File: config.mk
export PLATFORM = sky130hd
export DESIGN_NAME = mgmt_ctl_flat
export DESIGN_NICKNAME = d
export VERILOG_FILES = /design/src/rtl/mgmt_pkg.sv /design/src/rtl/sys_bus_if.sv /design/src/rtl/mgmt_rst_gen.sv /design/src/rtl/mgmt_ctl.sv /design/src/flat_wrapper.sv
export SDC_FILE = /design/constraint.sdc
export NUM_CORES = 1
export LEC_CHECK = 0
export BUFFER_PORTS_ARGS = -buffer_cell sky130_fd_sc_hd__buf_2
export CAP_MARGIN = 20
export CORE_MARGIN = 2
export CORE_UTILIZATION = 43
export CTS_CLUSTER_SIZE = 24
export DETAILED_ROUTE_END_ITERATION = 12
export MAX_ROUTING_LAYER = met4
export PLACE_DENSITY_LB_ADDON = 0.12
export SYNTH_ARGS = -nofsm -noshare
export SYNTH_HDL_FRONTEND = slang
export SYNTH_HIERARCHICAL = 1
export SYNTH_SLANG_ARGS = --single-unit
File: constraint.sdc
create_clock -name clk -period 2.4 [get_ports clk]
set_input_delay 0.12 -clock clk [delete_from_list [all_inputs] [get_ports clk]]
set_output_delay 0.12 -clock clk [all_outputs]
set_load 0.005 [all_outputs]
File: src/rtl/mgmt_pkg.sv
// Shared register offsets, ID constants and address decode for mgmt_ctl.
package mgmt_pkg;

  localparam logic [31:0] OFF_IOM    = 32'h00;
  localparam logic [31:0] OFF_LOOP   = 32'h04;
  localparam logic [31:0] OFF_RST    = 32'h08;
  localparam logic [31:0] OFF_EVT    = 32'h0C;
  localparam logic [31:0] OFF_IRQ_EN = 32'h10;
  localparam logic [31:0] OFF_ID     = 32'h14;

  localparam logic [7:0] ID_VERSION = 8'h02;

  typedef enum logic [2:0] {
    REG_IOM,
    REG_LOOP,
    REG_RST,
    REG_EVT,
    REG_IRQ_EN,
    REG_ID,
    REG_BAD
  } reg_sel_e;

  // Offset arrives zero-extended; anything unaligned or past ID is REG_BAD.
  function automatic reg_sel_e decode_reg(input logic [31:0] off);
    reg_sel_e sel;
    case (off)
      OFF_IOM:    sel = REG_IOM;
      OFF_LOOP:   sel = REG_LOOP;
      OFF_RST:    sel = REG_RST;
      OFF_EVT:    sel = REG_EVT;
      OFF_IRQ_EN: sel = REG_IRQ_EN;
      OFF_ID:     sel = REG_ID;
      default:    sel = REG_BAD;
    endcase
    return sel;
  endfunction

endpackage

File: src/rtl/sys_bus_if.sv
// 32-bit single-cycle-ack register bus between a master and mapped blocks.
interface sys_bus_if;
  logic [31:0] addr;
  logic [31:0] wdata;
  logic        wen;
  logic        ren;
  logic [31:0] rdata;
  logic        ack;
  logic        err;

  modport m (output addr, wdata, wen, ren, input rdata, ack, err);
  modport s (input addr, wdata, wen, ren, output rdata, ack, err);
endinterface

File: src/rtl/mgmt_rst_gen.sv
// Per-channel soft-reset pulse generator: reloadable down-counter,
// output held low while the count is non-zero.
module mgmt_rst_gen #(
  parameter int RSTL = 16
) (
  input  logic clk,
  input  logic rstn,
  input  logic start,
  output logic busy,
  output logic rstn_out
);

  localparam int CW = $clog2(RSTL + 1);

  logic [CW-1:0] cnt;
  logic [CW-1:0] cnt_d;

  // Next count: restart on start (extends a running pulse), else count down to zero.
  always_comb begin
    cnt_d = cnt;
    if (start) begin
      cnt_d = CW'(RSTL);
    end else if (cnt != '0) begin
      cnt_d = cnt - CW'(1);
    end
  end

  // Counter reloads on reset so release produces a power-on pulse.
  // rstn_out registers the next-state idle flag so it tracks ~busy exactly.
  always_ff @(posedge clk or negedge rstn) begin
    if (!rstn) begin
      cnt      <= CW'(RSTL);
      rstn_out <= 1'b0;
    end else begin
      cnt      <= cnt_d;
      rstn_out <= (cnt_d == '0);
    end
  end

  assign busy = (cnt != '0);

endmodule

File: src/rtl/mgmt_ctl.sv
// Second-generation management block: GPIO mode, loop selects, soft resets,
// sticky W1C events with masked interrupt, ID register, bus error on unmapped.
module mgmt_ctl
  import mgmt_pkg::*;
#(
  parameter int GW   = 8,
  parameter int CN   = 2,
  parameter int LW   = 2,
  parameter int RSTL = 16,
  parameter int BAW  = 5
) (
  input  logic            clk,
  input  logic            rstn,
  output logic [GW-1:0]   cfg_iom,
  output logic [CN*LW-1:0] cfg_loop,
  output logic [CN-1:0]   ctl_rstn,
  input  logic [CN-1:0]   sts_evt,
  output logic            irq,
  sys_bus_if.s            bus
);

  localparam logic [31:0] ID_VALUE = {ID_VERSION, 8'(CN), 8'(LW), 8'(GW)};

  logic [CN-1:0]    evt;
  logic [CN-1:0]    irq_en;
  logic [CN-1:0]    busy;

  logic [GW-1:0]    iom_d;
  logic [CN*LW-1:0] loop_d;
  logic [CN-1:0]    evt_d;
  logic [CN-1:0]    irq_en_d;
  logic [CN-1:0]    rst_start;
  logic [CN-1:0]    evt_clr;
  logic [31:0]      rd_val;
  logic [31:0]      rdata_d;

  reg_sel_e sel;
  logic     access;
  logic     bad;
  logic     wr_ok;

  assign sel    = decode_reg(32'(bus.addr[BAW-1:0]));
  assign access = bus.wen | bus.ren;
  assign bad    = (sel == REG_BAD);
  assign wr_ok  = bus.wen & ~bad;

  // Register next-state: writes land on the same edge the access is sampled.
  always_comb begin
    iom_d     = cfg_iom;
    loop_d    = cfg_loop;
    irq_en_d  = irq_en;
    rst_start = '0;
    evt_clr   = '0;
    if (wr_ok) begin
      case (sel)
        REG_IOM:    iom_d     = bus.wdata[GW-1:0];
        REG_LOOP:   loop_d    = bus.wdata[CN*LW-1:0];
        REG_RST:    rst_start = bus.wdata[CN-1:0];
        REG_EVT:    evt_clr   = bus.wdata[CN-1:0];
        REG_IRQ_EN: irq_en_d  = bus.wdata[CN-1:0];
        default:    ;
      endcase
    end
    // new event takes priority over a concurrent clear
    evt_d = (evt & ~evt_clr) | sts_evt;
  end

  // Read mux from current (pre-write) state; unmapped and write-only return zero.
  always_comb begin
    rd_val = '0;
    case (sel)
      REG_IOM:    rd_val[GW-1:0]    = cfg_iom;
      REG_LOOP:   rd_val[CN*LW-1:0] = cfg_loop;
      REG_RST:    rd_val[CN-1:0]    = busy;
      REG_EVT:    rd_val[CN-1:0]    = evt;
      REG_IRQ_EN: rd_val[CN-1:0]    = irq_en;
      REG_ID:     rd_val            = ID_VALUE;
      default:    rd_val            = '0;
    endcase
    rdata_d = (bus.ren && !bad) ? rd_val : '0;
  end

  // Config/event state and the one-cycle bus response.
  always_ff @(posedge clk or negedge rstn) begin
    if (!rstn) begin
      cfg_iom   <= '0;
      cfg_loop  <= '0;
      evt       <= '0;
      irq_en    <= '0;
      irq       <= 1'b0;
      bus.ack   <= 1'b0;
      bus.err   <= 1'b0;
      bus.rdata <= '0;
    end else begin
      cfg_iom   <= iom_d;
      cfg_loop  <= loop_d;
      evt       <= evt_d;
      irq_en    <= irq_en_d;
      irq       <= |(evt & irq_en);
      bus.ack   <= access;
      bus.err   <= access & bad;
      bus.rdata <= rdata_d;
    end
  end

  for (genvar n = 0; n < CN; n++) begin : g_rst
    mgmt_rst_gen #(.RSTL(RSTL)) u_rst_gen (
      .clk      (clk),
      .rstn     (rstn),
      .start    (rst_start[n]),
      .busy     (busy[n]),
      .rstn_out (ctl_rstn[n])
    );
  end

endmodule

File: src/flat_wrapper.sv
// flat-port wrapper written by rule: the top's interface ports become plain ports
module mgmt_ctl_flat import mgmt_pkg::*;
#(
  parameter int GW   = 8,
  parameter int CN   = 2,
  parameter int LW   = 2,
  parameter int RSTL = 16,
  parameter int BAW  = 5
)
  (clk, rstn, cfg_iom, cfg_loop, ctl_rstn, sts_evt, irq, bus_addr, bus_wdata, bus_wen, bus_ren, bus_rdata, bus_ack, bus_err);
  sys_bus_if bus_i ();
  input  logic clk;
  input  logic rstn;
  output logic [GW-1:0] cfg_iom;
  output logic [CN*LW-1:0] cfg_loop;
  output logic [CN-1:0] ctl_rstn;
  input  logic [CN-1:0] sts_evt;
  output logic irq;
  input wire logic [$bits(bus_i.addr)-1:0] bus_addr;
  input wire logic [$bits(bus_i.wdata)-1:0] bus_wdata;
  input wire logic [$bits(bus_i.wen)-1:0] bus_wen;
  input wire logic [$bits(bus_i.ren)-1:0] bus_ren;
  output wire logic [$bits(bus_i.rdata)-1:0] bus_rdata;
  output wire logic [$bits(bus_i.ack)-1:0] bus_ack;
  output wire logic [$bits(bus_i.err)-1:0] bus_err;
  assign bus_i.addr = bus_addr;
  assign bus_i.wdata = bus_wdata;
  assign bus_i.wen = bus_wen;
  assign bus_i.ren = bus_ren;
  assign bus_rdata = bus_i.rdata;
  assign bus_ack = bus_i.ack;
  assign bus_err = bus_i.err;
  mgmt_ctl #(.GW(GW), .CN(CN), .LW(LW), .RSTL(RSTL), .BAW(BAW)) u_core (.clk(clk), .rstn(rstn), .cfg_iom(cfg_iom), .cfg_loop(cfg_loop), .ctl_rstn(ctl_rstn), .sts_evt(sts_evt), .irq(irq), .bus(bus_i));
endmodule
== After elaboration in Yosys (flattened, before gate mapping) ==
Cells that the tools add are included.
Cells by class
  add/sub/neg operators: 2
  equal/unequal tests: 11
  multiplexer cells: 14
  bitwise logic cells: 8
  reductions and logical operators: 12
Operator list (count)
  $mux W26: 1
  $mux W5: 4
  $mux W18: 1
  $pmux W3 S6: 1
  $logic_not A5 Y1: 3
  $eq A5 B4 Y1 const B: 2
  $eq A5 B5 Y1 const B: 2
  $pmux W2 S5: 1
  $reduce_bool A5 Y1: 2
  $sub A5 B1 Y5 const B: 2
  $eq A3 B3 Y1 const B: 3
  $mux W2: 4
  $eq A3 B2 Y1 const B: 2
  $pmux W2 S3: 1
  $reduce_and A2 Y1: 3
  $eq A5 B3 Y1 const B: 1
  $and A2 B2 Y2: 2
  $mux W4: 1
  $eq A3 B1 Y1 const B: 1
  $logic_not A3 Y1: 1
  $and A1 B1 Y1: 2
  $not A2 Y2: 1
  $or A2 B2 Y2: 1
  $reduce_or A2 Y1: 1
  4 further kinds: 4
Word-level totals
  register bits after elaboration: 63
  input port bits: 70
  word-level logic and storage cells: 59

== Depth between registers and ports, before layout ==
  depth in word-level cells: 9
  mapped depth: 6

== Hierarchy ==
The synthesis kept the hierarchy.
Modules (own cells, without submodules)
  mgmt_ctl: times used 1, cells an instance 115, area an instance 1357.6 sq um
  mgmt_rst_gen at u_core.g_rst[1].u_rst_gen: times used 1, cells an instance 30, area an instance 341.6 sq um
  mgmt_rst_gen at u_core.g_rst[0].u_rst_gen: times used 1, cells an instance 29, area an instance 331.6 sq um

== Least setup slack after synthesis ==
OpenSTA, ideal clock, no wires.
  path type: reg2reg
  start: register u_core.g_rst[0].u_rst_gen.cnt[0]
  end: register u_core.g_rst[0].u_rst_gen.rstn_out
  setup time: 0.111 ns
  arrival: 1.680 ns
  slack: 0.608 ns
  cell stages (with the launch flop): 6
  path buffers: 0
  path through: dfrtp_1 > inv_1 > ha_1 > nor4b_4 > mux2_2 > a2111oi_2
On the way
  word-level cells in the longest chain between the ends: 4
  elaborated cells on any way between the ends: 5
  classes of those cells: 1 x add/sub; 2 x mux; 2 x reduce/logical
RTL lines
  start, declared: RTL line mgmt_rst_gen.sv:15  | logic [CW-1:0] cnt;
  start signal, assigned: RTL line mgmt_rst_gen.sv:32  | cnt <= CW'(RSTL);
  start signal, assigned: RTL line mgmt_rst_gen.sv:35  | cnt <= cnt_d;
  $sub A5 B1 Y5 or $reduce_bool A5 Y1 (tied branches): RTL line mgmt_rst_gen.sv:24, mgmt_rst_gen.sv:23
  $mux W5 (*): RTL line mgmt_rst_gen.sv:23  | end else if (cnt != '0) begin
  $mux W5 (*): RTL line mgmt_rst_gen.sv:21  | if (start) begin
  named net u_core.g_rst[0].u_rst_gen.cnt_d[1]: RTL line mgmt_rst_gen.sv:16  | logic [CW-1:0] cnt_d;
  $logic_not A5 Y1 (*): RTL line mgmt_rst_gen.sv:36  | rstn_out <= (cnt_d == '0);
  end signal, assigned: RTL line mgmt_rst_gen.sv:36
  end, declared: RTL line mgmt_rst_gen.sv:10  | output logic rstn_out
Mark *: on every way through the listed nets, which the timed path passes. The rest lies on a longest branch.
A chain may end at the register's enable or synchronous reset.

== Final worst setup path ==
Ends and elaborated chain as after synthesis.

==> metrics.yaml <==
final_layout:
  nets: 294
  antenna_cells: 0
  mostFrequentLayoutCells: "buf_2, dfrtp_1, conb_1, mux2_2, inv_1"
  final_common_cell: "buf_2"
  regArea_um2: 1000
  drive_gt1_share_pct: 39.0
  multi_input_area_um2: 870
  final_cells: 277
  area_growth_syn_to_layout_pct: 15.1
  fill_cells: 456
  final_core_util_pct: 50.5
critical_path:
  cp-end-kind: "flop"
  cp-start-kind: "flop"
  startpoint: "u_core/g_rst[0].u_rst_gen/cnt[0]"
  worstPathArrival_ps: 2180
  critPathRequiredTime_ps: 2580
  r2r_cells: 5
  r2r-end: "u_core/g_rst[0].u_rst_gen/rstn_out"
  worst-path-max-fanout: 5
  critical_path_class: "flop to flop"
  reg2reg_slack_ps: 400
  crit-reg2reg-launch: "u_core/g_rst[0].u_rst_gen/cnt[0]"
  crit_end: "u_core/g_rst[0].u_rst_gen/rstn_out"
timing:
  slew_violations: 0
  skew_ps: 8.49
  relSlewSlack_pct: 41.2
  rsz0062_at_grt: "false"
  period_needed_ps: 2000
  hold_slack_ps: 15.9
  finalHoldViolations: 0
  setup_tns_ps: 0
  fmax_mhz: 500
  post-route-period-util_pct: 83.3
  worstMarginPinSlew_ps: 882
  finalSetupViolCount: 0
yosys:
  ys_seq_elements: 40
  ys_seq_area_share_pct: 49.4
  synth_cells: 174
  yosysUniqueCellTypes: 40
  yosys_warnings: 6
  yosysTopAreaCell: "dfrtp_1"
  synth_area_per_cell_um2: 11.7
  synth_top_area_share_pct: 46.8
  synthTopCellsByArea: "dfrtp_1, mux2_2, buf_4, nor4b_4, dfstp_2"
  syn_area_um2: 2030
detailed_routing:
  ant_nets: 0
  drtIter0Drc: 76
  route.detailed.drc: 0
  vias_per_cell: 5.01
  firstDrtPassIters: 4
  vias: 1387
  wirelength_um: 4000
  wl_per_cell_um: 14.4
outcome:
  status: "finished clean"
clocking:
  postCtsResizedCells: 0
  cts_sinks: 40
  post_cts_buffers: 0
  max-clock-path-buffers: 2
  cts.clk_slew.worst_paths_ps: 80
  tritoncts: "done"
  ctsHtreeMaxLevel: 2
  root_buffer: "clkbuf_8"
  clock_latency_ps: 290
  cts_buffers: 5
worst_hold_path:
  hold-path-cell-count: 2
  hold_class: "input port to flop"
global_routing:
  grt_pass1_vias: 1443
  groute.usage.overall_pct: 17.2
  overflow: 0
  grt_max_degree: 41
  grt_pass1_wl_um: 6750
  antenna_found_initial: 0
power_and_ir_drop:
  powerDensity_nw_per_um2: 954
  power_leakage_uw: 0.00115
  fin_total_pwr_uw: 2230
  ir_drop_uv: 540
run:
  drv_cap: 0
place:
  place_inst: 268
  io_buffers: 46
  dp_hpwl_um: 3000
  place_congestion: 0.845
floorplan:
  ioPinCount: 119
  initial_core_util_pct: 43.9
  dieArea_um2: 5290
  num_rows: 25
  floorplan.die.width_um: 72.7
  die_h_um: 72.7
  coreArea_um2: 4630
-- area by class of cell --
| class | count | area share, % |
|---|---|---|
| flip-flops and latches | 40 | 42.9 |
| multi-input cells | 118 | 37.2 |
| repair buffers | 48 | 10.6 |
| clock buffers | 5 | 2.94 |
| well taps | 54 | 2.89 |
| clock inverters | 3 | 1.98 |
| inverters | 9 | 1.45 |
-- worst min-delay path by stage --
stage                           from                            endpoint  slack, ps
final                     sts_evt[0]                       u_core/evt[0]         20
after global routing      sts_evt[1]                       u_core/evt[1]         10
after CTS                 sts_evt[0]                       u_core/evt[0]          9
after detailed placement        rstn  u_core/g_rst[1].u_rst_gen/rstn_out        290
after global placement          rstn  u_core/g_rst[1].u_rst_gen/rstn_out        280
after floorplan                 rstn                      u_core/bus.ack       -180
-- kinds of logic after synthesis --
group | share of synthesized area (%)
adder cells (fa/ha/maj) | 1.23
XOR/XNOR | 1.29
flip-flops | 49.4
buffers and inverters | 11.5
multiplexers | 11.0
AO/OA/AOI/OAI | 8.13
AND/OR/NAND/NOR | 17.3
other | 0.185
-- what timing repair did --
item | in CTS | in global routing
hold endpoints to repair | 38 | 0
setup endpoints to repair | 0 | 0
hold buffers | 1 | 0
-- worst max-delay path: stages, from the launching register on --
cell	delay [ps]
dfrtp_1	420
inv_1	70
ha_1	240
nor4b_4	410
mux2_2	410
a2111oi_2	350
-- metrics by stage --
stage / setup WS (ps) / cell area [um2]
final: 400 / 2340
after global routing: 264 / 2340
after CTS: 369 / 2340
after detailed placement: 376 / 2210
after global placement: 450 / 2210
after floorplan: 608 / 2110
-- flip-flops by register name, indices dropped and copies added (netlist names), 2 cells and up --
name / count
u_core/irq_en: 2
u_core/evt: 2
u_core/g_rst.u_rst_gen/rstn_out: 2
u_core/cfg_loop: 4
u_core/cfg_iom: 8
u_core/bus.rdata: 9
u_core/g_rst.u_rst_gen/cnt: 10
-- power breakdown --
group	internal, uW	total [uW]	switching (uW)
combinational	351	682	330
sequential	832	993	161
clock	313	555	242
total	1500	2230	733
-- synthesized netlist by cell type --
cell and count:
mux2i_1 1, a2111oi_2 2, and3_2 1, a22o_1 1, or4_1 1, buf_6 1
o31ai_1 2, a21o_1 3, dfstp_2 2, and3_1 3, nand2_2 1, or4_4 1
nor2_1 6, a211oi_1 1, nand4_1 4, or3b_2 1, inv_1 9, ha_1 2
nor4b_4 3, mux2_2 19, dfrtp_1 38, o2111ai_1 1, nor3b_1 3, a21boi_0 2
nand3b_1 2, a21oi_1 4, o21ai_0 2, conb_1 1, nor4b_1 1, nor2b_1 4
buf_2 3, and2_1 5, nand2_1 6, nor3_1 6, or2_2 1, nand3_1 2
buf_4 23, xnor2_1 3, a211oi_2 1, a22oi_1 2
-- metal layers --
metal | wire, um | vias up | global-route usage [%]
li1 | - | 660 | -
met1 | 1720 | 678 | 21.4
met2 | 2000 | 44 | 27.1
met3 | 234 | 5 | 4.70
met4 | 51 | 0 | 6.17
met5 | 0 | - | -
No activity file was read; power rests on OpenSTA's default activity.
